--- src/rtl/keypad_code_entry_if.sv ---
// Keypad-side bundle: car/key/gate inputs in, assembled password and status out.
// The master drives keys and sees the status; the slave is the code-entry block.
interface keypad_code_entry_if;
  logic       car;
  logic       key_vld;
  logic [3:0] key_code;
  logic       gate;
  logic [7:0] pswd;
  logic       pswd_vld;
  logic [1:0] digit_cnt;
  logic       locked;
  logic [1:0] fail_cnt;
  logic       beep;

  modport master (
    output car, key_vld, key_code, gate,
    input  pswd, pswd_vld, digit_cnt, locked, fail_cnt, beep
  );

  modport slave (
    input  car, key_vld, key_code, gate,
    output pswd, pswd_vld, digit_cnt, locked, fail_cnt, beep
  );
endinterface

--- src/rtl/keypad_code_entry.sv ---
// Assembles keypad digits into an 8-bit password for the gate controller, counts failed
// attempts from the gate response and enforces a timed lockout. Key beep: KEYPAD_BEEP_EN.
module keypad_code_entry #(
  parameter int MAX_DIGITS  = 3,
  parameter int TIMEOUT_CYC = 1000,
  parameter int RESP_CYC    = 16,
  parameter int MAX_FAIL    = 3,
  parameter int LOCK_CYC    = 5000
) (
  input  logic                clk,
  input  logic                rst_n,
  keypad_code_entry_if.slave  bus
);

  localparam int IW = $clog2(TIMEOUT_CYC + 1);
  localparam int RW = $clog2(RESP_CYC + 1);
  localparam int LW = $clog2(LOCK_CYC + 1);

  typedef enum logic [2:0] {IDLE, ENTRY, PRESENT, WAIT_GATE, DONE, LOCKED} state_t;

  state_t        state, state_nx;
  logic [7:0]    acc, acc_nx;
  logic          ovf, ovf_nx;
  logic [1:0]    dcnt, dcnt_nx;
  logic [7:0]    pswd_q, pswd_nx;
  logic [1:0]    fcnt, fcnt_nx;
  logic [IW-1:0] idle_tmr, idle_nx;
  logic [RW-1:0] resp_tmr, resp_nx;
  logic [LW-1:0] lock_tmr, lock_nx;
  logic [9:0]    prod;
  logic          fail;
  logic          is_digit;
  logic          room;

  always_ff @(posedge clk or negedge rst_n) begin
    if (!rst_n) begin
      state    <= IDLE;
      acc      <= 8'd0;
      ovf      <= 1'b0;
      dcnt     <= 2'd0;
      pswd_q   <= 8'd0;
      fcnt     <= 2'd0;
      idle_tmr <= '0;
      resp_tmr <= '0;
      lock_tmr <= '0;
    end else begin
      state    <= state_nx;
      acc      <= acc_nx;
      ovf      <= ovf_nx;
      dcnt     <= dcnt_nx;
      pswd_q   <= pswd_nx;
      fcnt     <= fcnt_nx;
      idle_tmr <= idle_nx;
      resp_tmr <= resp_nx;
      lock_tmr <= lock_nx;
    end
  end

  assign is_digit = (bus.key_code <= 4'd9);
  assign room     = (int'(dcnt) < MAX_DIGITS);

  always_comb begin
    state_nx = state;
    acc_nx   = acc;
    ovf_nx   = ovf;
    dcnt_nx  = dcnt;
    pswd_nx  = pswd_q;
    fcnt_nx  = fcnt;
    idle_nx  = idle_tmr;
    resp_nx  = resp_tmr;
    lock_nx  = lock_tmr;
    fail     = 1'b0;
    prod     = {2'b00, acc} * 10'd10 + {6'b000000, bus.key_code};

    case (state)
      IDLE: begin
        if (bus.car) begin
          state_nx = ENTRY;
          acc_nx   = 8'd0;
          dcnt_nx  = 2'd0;
          ovf_nx   = 1'b0;
          idle_nx  = '0;
        end
      end
      ENTRY: begin
        if (!bus.car) begin
          state_nx = IDLE;
          pswd_nx  = 8'd0;
          dcnt_nx  = 2'd0;
        end else if (bus.key_vld) begin
          idle_nx = '0;
          if (is_digit) begin
            if (room) begin
              acc_nx  = prod[7:0];
              ovf_nx  = ovf | (prod > 10'd255);
              dcnt_nx = dcnt + 2'd1;
            end
          end else if (bus.key_code == 4'hA) begin
            acc_nx  = 8'd0;
            dcnt_nx = 2'd0;
            ovf_nx  = 1'b0;
          end else if (bus.key_code == 4'hB && dcnt != 2'd0) begin
            if (ovf) begin
              fail = 1'b1;
            end else begin
              pswd_nx  = acc;
              state_nx = PRESENT;
            end
          end
        end else if (dcnt != 2'd0) begin
          // A stale partial entry is silently dropped; it does not count as an attempt.
          if (idle_tmr == IW'(TIMEOUT_CYC - 1)) begin
            acc_nx  = 8'd0;
            dcnt_nx = 2'd0;
            ovf_nx  = 1'b0;
            idle_nx = '0;
          end else begin
            idle_nx = idle_tmr + 1'b1;
          end
        end
      end
      PRESENT: begin
        if (!bus.car) begin
          state_nx = IDLE;
          pswd_nx  = 8'd0;
          dcnt_nx  = 2'd0;
        end else begin
          state_nx = WAIT_GATE;
          resp_nx  = '0;
        end
      end
      WAIT_GATE: begin
        if (!bus.car) begin
          state_nx = IDLE;
          pswd_nx  = 8'd0;
          dcnt_nx  = 2'd0;
        end else if (bus.gate) begin
          fcnt_nx  = 2'd0;
          state_nx = DONE;
        end else if (resp_tmr == RW'(RESP_CYC - 1)) begin
          fail    = 1'b1;
          pswd_nx = 8'd0;
        end else begin
          resp_nx = resp_tmr + 1'b1;
        end
      end
      DONE: begin
        if (!bus.car) begin
          state_nx = IDLE;
          pswd_nx  = 8'd0;
        end
      end
      LOCKED: begin
        if (lock_tmr == LW'(LOCK_CYC - 1)) begin
          fcnt_nx  = 2'd0;
          state_nx = bus.car ? ENTRY : IDLE;
          acc_nx   = 8'd0;
          dcnt_nx  = 2'd0;
          ovf_nx   = 1'b0;
          idle_nx  = '0;
        end else begin
          lock_nx = lock_tmr + 1'b1;
        end
      end
      default: state_nx = IDLE;
    endcase

    if (fail) begin
      fcnt_nx = fcnt + 2'd1;
      acc_nx  = 8'd0;
      dcnt_nx = 2'd0;
      ovf_nx  = 1'b0;
      idle_nx = '0;
      if (int'(fcnt) + 1 == MAX_FAIL) begin
        state_nx = LOCKED;
        lock_nx  = '0;
      end else begin
        state_nx = ENTRY;
      end
    end
  end

  assign bus.pswd      = pswd_q;
  assign bus.pswd_vld  = (state == PRESENT);
  assign bus.digit_cnt = dcnt;
  assign bus.locked    = (state == LOCKED);
  assign bus.fail_cnt  = fcnt;

`ifdef KEYPAD_BEEP_EN
  logic [2:0] beep_cnt;
  logic       key_ok;

  // Keys that change the entry: accepted digit, clear, or an enter that presents a code.
  assign key_ok = (state == ENTRY) && bus.car && bus.key_vld &&
                  ((is_digit && room) || (bus.key_code == 4'hA) ||
                   (bus.key_code == 4'hB && dcnt != 2'd0 && !ovf));

  always_ff @(posedge clk or negedge rst_n) begin
    if (!rst_n)
      beep_cnt <= 3'd0;
    else if (key_ok)
      beep_cnt <= 3'd4;
    else if (beep_cnt != 3'd0)
      beep_cnt <= beep_cnt - 3'd1;
  end

  assign bus.beep = (beep_cnt != 3'd0) || (state == LOCKED);
`else
  assign bus.beep = 1'b0;
`endif

endmodule
--- src/flat_wrapper.sv ---
// flat-port wrapper written by rule: the top's interface ports become plain ports
module keypad_code_entry_flat 
#(
  parameter int MAX_DIGITS  = 3,
  parameter int TIMEOUT_CYC = 1000,
  parameter int RESP_CYC    = 16,
  parameter int MAX_FAIL    = 3,
  parameter int LOCK_CYC    = 5000
)
  (clk, rst_n, bus_car, bus_key_vld, bus_key_code, bus_gate, bus_pswd, bus_pswd_vld, bus_digit_cnt, bus_locked, bus_fail_cnt, bus_beep);
  keypad_code_entry_if bus_i ();
  input  logic clk;
  input  logic rst_n;
  input wire logic [$bits(bus_i.car)-1:0] bus_car;
  input wire logic [$bits(bus_i.key_vld)-1:0] bus_key_vld;
  input wire logic [$bits(bus_i.key_code)-1:0] bus_key_code;
  input wire logic [$bits(bus_i.gate)-1:0] bus_gate;
  output wire logic [$bits(bus_i.pswd)-1:0] bus_pswd;
  output wire logic [$bits(bus_i.pswd_vld)-1:0] bus_pswd_vld;
  output wire logic [$bits(bus_i.digit_cnt)-1:0] bus_digit_cnt;
  output wire logic [$bits(bus_i.locked)-1:0] bus_locked;
  output wire logic [$bits(bus_i.fail_cnt)-1:0] bus_fail_cnt;
  output wire logic [$bits(bus_i.beep)-1:0] bus_beep;
  assign bus_i.car = bus_car;
  assign bus_i.key_vld = bus_key_vld;
  assign bus_i.key_code = bus_key_code;
  assign bus_i.gate = bus_gate;
  assign bus_pswd = bus_i.pswd;
  assign bus_pswd_vld = bus_i.pswd_vld;
  assign bus_digit_cnt = bus_i.digit_cnt;
  assign bus_locked = bus_i.locked;
  assign bus_fail_cnt = bus_i.fail_cnt;
  assign bus_beep = bus_i.beep;
  keypad_code_entry #(.MAX_DIGITS(MAX_DIGITS), .TIMEOUT_CYC(TIMEOUT_CYC), .RESP_CYC(RESP_CYC), .MAX_FAIL(MAX_FAIL), .LOCK_CYC(LOCK_CYC)) u_core (.clk(clk), .rst_n(rst_n), .bus(bus_i));
endmodule
--- config.mk ---
export PLATFORM = sky130hd
export DESIGN_NAME = keypad_code_entry_flat
export DESIGN_NICKNAME = d
export VERILOG_FILES = /design/src/rtl/keypad_code_entry_if.sv /design/src/rtl/keypad_code_entry.sv /design/src/flat_wrapper.sv
export SDC_FILE = /design/constraint.sdc
export NUM_CORES = 1
export LEC_CHECK = 0
export CORE_ASPECT_RATIO = 1.75
export CORE_MARGIN = 2
export CORE_UTILIZATION = 55
export DETAILED_ROUTE_END_ITERATION = 10
export GPL_TIMING_DRIVEN = 0
export HOLD_SLACK_MARGIN = 0.02
export PLACE_DENSITY = 0.75
export SETUP_SLACK_MARGIN = 0.15
export SYNTH_ARGS = -nofsm -noshare
export SYNTH_HDL_FRONTEND = slang
export SYNTH_SLANG_ARGS = --single-unit
--- constraint.sdc ---
create_clock -name clk -period 4.8 [get_ports clk]
set_clock_uncertainty 0.1 [all_clocks]
set_input_delay 0.96 -clock clk [delete_from_list [all_inputs] [get_ports clk]]
set_output_delay 0.96 -clock clk [all_outputs]
set_load 0.1 [all_outputs]
# [Word-level counts from Yosys, hierarchy flattened]
# Cells that the tools add are included.
# W data, S select, Z words.
[word_totals] ff_bits=52 in_bits=9 output_inout_bits=15 word_cells=174
[op_classes] add_sub_neg=7 multipliers=1 magnitude_cmp=3 eq_ne=44 muxes=92 bitwise_logic=1 n_reduce_logical=17
[op_table] operator="$mux W8" n=20
[op_table] operator="$mux W10" n=7
[op_table] operator="$mux W13" n=4
[op_table] operator="$pmux W8 S3" n=2
[op_table] operator="$mux W3" n=13
[op_table] operator="$eq A32 B3 Y1 const B" n=1
[op_table] operator="$mux W2" n=15
[op_table] operator="$pmux W10 S3" n=1
[op_table] operator="$ne A3 B2 Y1 const B" n=8
[op_table] operator="$mux W1" n=20
[op_table] operator="$mux W5" n=4
[op_table] operator="$pmux W3 S6" n=1
[op_table] operator="$reduce_and A9 Y1" n=2
[op_table] operator="$ne A4 B3 Y1 const B" n=4
[op_table] operator="$reduce_and A8 Y1" n=2
[op_table] operator="$ne A3 B3 Y1 const B" n=5
[op_table] operator="$add A13 B1 Y13 const B" n=1
[op_table] operator="$eq A13 B13 Y1 const B" n=1
[op_table] operator="$ne A4 B2 Y1 const B" n=3
[op_table] operator="$add A10 B1 Y10 const B" n=1
[op_table] operator="$add A10 B4 Y10" n=1
[op_table] operator="$eq A10 B10 Y1 const B" n=1
[op_table] operator="$gt A10 B8 Y1 const B" n=1
[op_table] operator="$ne A2 B2 Y1 const B" n=5
[op_table] operator="other kinds (33)" n=42

# [Depth between registers and ports, before layout]
# Gate-level depths: netlist (run 1).
[depth] depth_word=10 ltp_mapped=10 depth_no_buf=9

# [Worst setup path after synthesis (run 1)]
# No wires, ideal clock.
[synth_timing] path_type="flip-flop to output port" from="register u_core.state[2]" to="output bus_pswd_vld" arrival_ps=2146 required_ps=3740 slack_ps=1594 stages_incl_launch_ff=5 path_buffers=2 path_cell_list="dfrtp_1 -> clkbuf_1 -> clkbuf_1 -> nand2b_1 -> nor2_1"
[synth_via] elab_chain_len=1
[synth_rtl] element="start, declared" line="keypad_code_entry.sv:21" text="state_t state, state_nx;"
[synth_rtl] element="start signal, assigned" line="keypad_code_entry.sv:47" text="state <= state_nx;"
[synth_rtl] element="$eq A3 B2 Y1" line="keypad_code_entry.sv:184" text="assign bus.pswd_vld = (state == PRESENT);"
[synth_rtl] element="end, declared" line="flat_wrapper.sv:19" text="output wire logic [$bits(bus_i.pswd_vld)-1:0] bus_pswd_vld;"
# Every way passes these cells.

# [Final worst setup path (run 1)]
# Same ends and word-level chain as after synthesis.

==> flow_summary_export.csv, run 1 <==
group,metric,value,unit
run_status,status,"finished clean",
placement,dpl_cell_area,0.003655,mm2
global_route,antenna_found_initial,0,
sta,max_freq,271.2,MHz
sta,hold_viol,0,
worst_setup_path,worstSetupPathType,"register to output port",
run,max_cap_viol_count,0,
hold_path,hp-class,"register to register",
cts,post_cts_buffers,0,
route,via_per_inst,5.939,
synth,netlist_area,0.003332,mm2
floorplanning,fp-row-count,37,
worst_setup_path,worstPathMaxFanout,10,
global_route,grt_pass1_wl,12.48,mm
cts,cts_resized,0,
route,drt_iter0_drc,150,
cells_and_area,fillers,543,
synth,synth_nets,396,
sta,post-route-period-util,0.7681,
global_route,track_usage,0.2325,
route,drc,0,
floorplanning,die_w,62.84,um
floorplanning,fp.coreArea,0.005879,mm2
worst_setup_path,required,3.74,ns
cells_and_area,final_common_cell,"dfrtp_1",
worst_setup_path,worst_setup_path_start_kind,"register",
synth,yosys_register_bits,52,
cells_and_area,design_area,0.003776,mm2
pwr,p_per_area,531.7,mW/mm2
route,wl,7.185,mm
sta,drv_slew,0,
pwr,p_leak,0.001670,uW
worst_setup_path,r2r_end,"u_core.ovf$_DFFE_PN0P_",
worst_setup_path,cp_cell_sequence,"clkbuf_1 > clkbuf_1 > nand2b_1 > nor2_1 > clkdlybuf4s50_1",
cts,clk_path_buf_depth,2,
hold_path,holdPathStages,2,
synth,ys.flop_type,"dfrtp_1",
pwr,total_power,2008,uW
hold_path,hold_end,"u_core.resp_tmr[4]$_DFFE_PN0P_",
cells_and_area,drive_above_1_share,0.04822,
worst_setup_path,r2r-start,"u_core.acc[1]$_DFFE_PN0P_",
global_route,grt_pass1_vias,2672,
floorplanning,fp.dieH,107.0,um
cts,tritoncts,"yes",
cts,h-tree-depth,2,
cts,hold_buffers,0,
hold_path,min_from,"u_core.resp_tmr[4]$_DFFE_PN0P_",
sta,max-slew-margin-rel,0.2952,
sta,finalSetupTns,0,ns
route,vias,2803,
sta,finalSetupViolations,0,
worst_setup_path,cp.arrival,2.63,ns
pwr,ir_worst_vdd,0.2802,mV
floorplanning,fp.dieArea,0.006721,mm2
sta,tightest_slew,1.057,ns
synth,synth_edf_count,0,
placement,hpwl,5.456,mm
synth,syn_inst,364,
placement,gp_congestion,0.8456,
cts,clk_latency,0.32,ns
cts,cts.sink_count,52,
floorplanning,boundaryPins,24,
worst_setup_path,crit_path_frequent_cell,"clkbuf_1",
synth,ys_seq_area_frac,0.3905,
route,drtAntennaViolNets,0,
route,wl_per_cell,15.22,um
floorplanning,start_util,0.5667,
worst_setup_path,reg2reg_depth,9,
synth,synth-async-reset-ratio,1.000,
worst_setup_path,reg2reg_slack,1.71,ns
synth,yosys_warnings,0,
route,dr.pass1.iters,4,
cells_and_area,final_nets,425,
cts,clk_pin_slew_worst_paths,0.09,ns
worst_setup_path,critPathSlowestCell,"clkdlybuf4s50_1",
global_route,grt_start_max_net_pins,37,
cells_and_area,antenna_cells,0,
sta,fin_ws,1.113,ns
worst_setup_path,slowest_delay,1.14,ns
cts,cts_root_buf,"clkbuf_8",
synth,synth_cell_types,53,
placement,dp_slack,1.126,ns
placement,portBuffers,21,
worst_setup_path,critPathCaptureType,"output port",
cells_and_area,area.growth.synth_to_final,13.33,%
synth,syn_area_per_cell,9.154,um2
cells_and_area,final_cell_mix,"dfrtp_1 (52), o21ai_0 (37), nand2_1 (33)",
sta,rsz0062_at_grt,"no",
sta,period_needed,3.687,ns
global_route,gr-total-overflow,0,
cts,cts_made_buffers,5,
-- sequential cells by signal (all words and copies together) (netlist names) --
register,cells
u_core.bus.digit_cnt,2
u_core.bus.fail_cnt,2
u_core.ovf,1
u_core.resp_tmr,5
u_core.idle_tmr,10
u_core.lock_tmr,13
u_core.acc,8
u_core.bus.pswd,8
u_core.state,3
-- metrics by stage --
step           instances  hold slack, ns  utilization
2_1_floorplan        364          0.3376            -
3_3_place_gp         463          0.3636       0.6191
3_5_place_dp         464          0.3739       0.6216
4_1_cts              472          0.3951       0.6423
5_1_grt              472          0.4234       0.6423
6_report             472          0.3919       0.6423
-- synthesized netlist by cell type, types with 6 or more instances --
library cell | number | area [um2]
nand3_1 | 9 | 45.04
inv_1 | 21 | 78.83
clkbuf_1 | 12 | 45.04
nand2_1 | 33 | 123.9
nor2_1 | 27 | 101.4
nand2b_1 | 9 | 56.30
o21ai_0 | 37 | 185.2
mux2i_1 | 10 | 100.1
and3_1 | 13 | 81.33
xor2_1 | 14 | 122.6
ha_1 | 21 | 262.8
a21oi_1 | 14 | 70.07
o31ai_1 | 13 | 97.59
dfrtp_1 | 52 | 1301
xnor2_1 | 6 | 52.55
-- how the worst max path moves through the flow --
stage / startpoint / end / slack [ns] / cells after the start
2_1_floorplan: u_core.state[2]$_DFFE_PN0P_ / bus_pswd_vld / 1.59 / 4
3_3_place_gp: rst_n / u_core.bus.pswd[7]$_DFFE_PN0P_ / 1.12 / 1
3_5_place_dp: bus_key_code[1] / u_core.ovf$_DFFE_PN0P_ / 1.13 / 10
4_1_cts: u_core.state[2]$_DFFE_PN0P_ / bus_pswd_vld / 1.12 / 5
5_1_grt: u_core.state[2]$_DFFE_PN0P_ / bus_pswd_vld / 0.98 / 5
6_report: u_core.state[2]$_DFFE_PN0P_ / bus_pswd_vld / 1.11 / 5
-- report_power, final --
part / internal (uW) / leakage (uW) / switching, uW
Combinational: 362 / 0.000951 / 619
Clock: 171 / 0.0000614 / 154
Sequential: 557 / 0.000658 / 144
-- layout make-up --
cell class                      count  area [um2]  area share
Timing Repair Buffer               22       225.2     0.05964
Inverter                           22       82.58     0.02187
Clock inverter                      2       38.79     0.01027
Tap cell                           78       97.59     0.02584
Multi-Input combinational cell    276        1884      0.4990
Sequential cell                    52        1301      0.3446
Clock buffer                        6       82.58     0.02187
Buffer                             14       63.81     0.01690
-- kinds of logic after synthesis --
logic type                 count (synthesis)  synth area share
DFF                                       52            0.3905
and+or+nand+nor                          124            0.1979
buffers and inverters                     36           0.04394
muxes                                     11           0.03342
AOI/OAI and AO/OA                         97            0.1896
xor gates and xnor gates                  20           0.05257
other                                      1          0.001125
adders and majority gates                 23           0.09087
-- metal layers --
| layer | up-vias | GRT usage | routed length, um |
|---|---|---|---|
| met5 | - | 0 | 0 |
| met4 | 0 | 0.1032 | 225 |
| met3 | 17 | 0.03358 | 197 |
| met2 | 59 | 0.4101 | 3807 |
| met1 | 1358 | 0.2792 | 2956 |
| li1 | 1369 | - | - |
-- worst max-delay path, delay by kind of cell (launching register included) --
kind,cells,cell delay [ns]
flops,1,0.37
buf+inv,3,1.61
simple gates,2,0.33
Power figures use the tool's default switching activity.
==> run 2, diff against run 1 <==
Settings changed: CORE_UTILIZATION 55 to 53, PLACE_DENSITY 0.75 to 0.76.
Clock period 4.8 ns to 3.38 ns, I/O delays scaled along.
==> flow_summary_export.csv, run 2 (synthesis results as in run 1) <==
group,metric,value,unit
cells_and_area,top_register,"u_core.lock_tmr",
floorplanning,start_util,0.5432,
worst_setup_path,critPathCaptureType,"register",
cts,hold_buffers,0,
pwr,p_leak,0.001670,uW
placement,dp_slack,-0.02015,ns
pwr,p_sw_frac,0.4610,
cells_and_area,fin_cells,474,
placement,gp_congestion,0.8365,
global_route,gr-total-overflow,0,
cts,tritoncts,"yes",
pwr,p_int,1522,uW
sta,tightest_slew,1.053,ns
cells_and_area,drive_above_1_share,0.04822,
worst_setup_path,reg2reg_slack,0.31,ns
sta,drv_slew,0,
floorplanning,fp-row-count,38,
cells_and_area,largest_reg_flops,13,
cells_and_area,multi_input_comb_area,0.001884,mm2
floorplanning,die_w,63.94,um
cts,clk_pin_slew_worst_paths,0.09,ns
sta,post-route-period-util,0.9139,
cells_and_area,final_common_cell,"dfrtp_1",
cts,cts.sink_count,52,
sta,max-slew-margin-rel,0.2981,
sta,finalSetupViolations,0,
cts,post_cts_buffers,0,
run,max_cap_viol_count,0,
route,vias,2794,
cells_and_area,area.growth.synth_to_final,12.80,%
cells_and_area,final_nets,425,
pwr,clock_power_share,0.154,
route,via_per_inst,5.895,
sta,period_needed,3.089,ns
floorplanning,fp.dieH,108.9,um
sta,max_freq,323.7,MHz
global_route,antenna_found_initial,0,
route,wl_per_cell,15.44,um
global_route,grt_pass1_vias,2809,
cells_and_area,design_area,0.003759,mm2
floorplanning,boundaryPins,24,
cts,cts_root_buf,"clkbuf_8",
global_route,track_usage,0.2307,
cells_and_area,final_cell_mix,"dfrtp_1 (52), o21ai_0 (37), nand2_1 (33)",
cts,h-tree-depth,2,
global_route,grt_start_max_net_pins,35,
route,drt_iter0_drc,202,
pwr,power_frac_seq,0.353,
cts,clk_path_buf_depth,2,
cells_and_area,antenna_cells,0,
pwr,power.share.combinational,0.494,
route,drc,0,
floorplanning,fp.dieArea,0.006962,mm2
sta,rsz0062_at_grt,"no",
worst_setup_path,required,3.54,ns
placement,dpl_cell_area,0.003657,mm2
sta,hold_viol,0,
cells_and_area,top_regs,"u_core.lock_tmr (13), u_core.idle_tmr (10)",
run_status,status,"finished clean",
cts,cts_made_buffers,5,
worst_setup_path,worstSetupPathType,"input port to register",
pwr,p_per_area,751.1,mW/mm2
cells_and_area,fillers,561,
placement,portBuffers,21,
cells_and_area,regArea,0.001301,mm2
global_route,grt_pass1_wl,12.63,mm
pwr,ir_worst_vdd,0.3975,mV
worst_setup_path,worstPathMaxFanout,5,
hold_path,hp-class,"input port to asynchronous set/reset pin",
worst_setup_path,worst_setup_path_start_kind,"input port",
floorplanning,fp.coreArea,0.006133,mm2
route,dr.pass1.iters,4,
placement,place_inst,466,
worst_setup_path,cp.arrival,3.25,ns
route,drtAntennaViolNets,0,
sta,fin_ws,0.2911,ns
placement,hpwl,5.509,mm
cts,clk_latency,0.32,ns
route,wl,7.320,mm
cells_and_area,final_util,0.6128,
pwr,power_switching,1301,uW
==> run 2: cell count changes in the layout (fill, tap and decap cells not counted), sizes merged <==
cell / previous run / this run
clkbuf: 18 / 19
dlygate4sd2: 0 / 1
clkdlybuf4s50: 20 / 18
==> run 2: layout make-up <==
class,instances,area share
Timing Repair Buffer,22,0.05826
Tap cell,80,0.02663
Clock inverter,2,0.009321
Buffer,14,0.01698
Clock buffer,6,0.01931
Multi-Input combinational cell,276,0.5013
Sequential cell,52,0.3462
Inverter,22,0.02197
==> run 2: final timing paths <==
check                      depth (start not counted)                        endpoint                            from
max in group asynchronous                          2  u_core.bus.pswd[5]$_DFFE_PN0P_                           rst_n
min reg2reg                                        1  u_core.idle_tmr[9]$_DFFE_PN0P_  u_core.idle_tmr[9]$_DFFE_PN0P_
max                                               10          u_core.ovf$_DFFE_PN0P_                 bus_key_code[1]
min in group clk                                   1  u_core.idle_tmr[9]$_DFFE_PN0P_  u_core.idle_tmr[9]$_DFFE_PN0P_
max reg2reg                                        9          u_core.ovf$_DFFE_PN0P_       u_core.acc[1]$_DFFE_PN0P_
min                                                1  u_core.resp_tmr[0]$_DFFE_PN0P_                           rst_n
==> run 2: worst max-delay path: stages <==
cell and delay (ns):
clkdlybuf4s50_1 0.55, ha_1 0.20, inv_1 0.06, fa_1 0.38, nor2b_1 0.26, o2111ai_1 0.22, xnor2_1 0.24, xnor2_1 0.14
a2bb2oi_1 0.29, o221a_2 0.23
==> run 2: routing by layer <==
| layer | up-vias | GRT usage | part of all wire |
|---|---|---|---|
| li1 | 1357 | - | - |
| met1 | 1370 | 0.2525 | 0.40 |
| met2 | 57 | 0.4315 | 0.55 |
| met3 | 10 | 0.03818 | 0.031 |
| met4 | 0 | 0.09627 | 0.020 |
| met5 | - | 0 | 0 |
==> run 2: power groups by stage <==
stage	logic, uW	clock network [uW]	registers, uW
2_1_floorplan	935	0	1120
3_5_place_dp	1390	0	1010
3_3_place_gp	1350	0	997
4_1_cts	1400	443	995
6_report	1390	434	995
5_1_grt	1550	458	1020
==> run 2: metrics by stage <==
| stage | total power, uW | setup TNS, ns | hold WS (ns) |
|---|---|---|---|
| after floorplan | 2053 | 0 | 0.2804 |
| after global placement | 2349 | -0.6819 | 0.3662 |
| after detailed placement | 2402 | -0.02015 | 0.3849 |
| after CTS | 2834 | 0 | 0.2079 |
| after global routing | 3029 | 0 | 0.2330 |
| final | 2823 | 0 | 0.1965 |
==> run 2: what timing repair did <==
action | 4_1_cts | 5_1_grt
pin swaps | 0 | 0
gates resized for setup | 2 | 2
endpoints found under the setup margin | 2 | 1
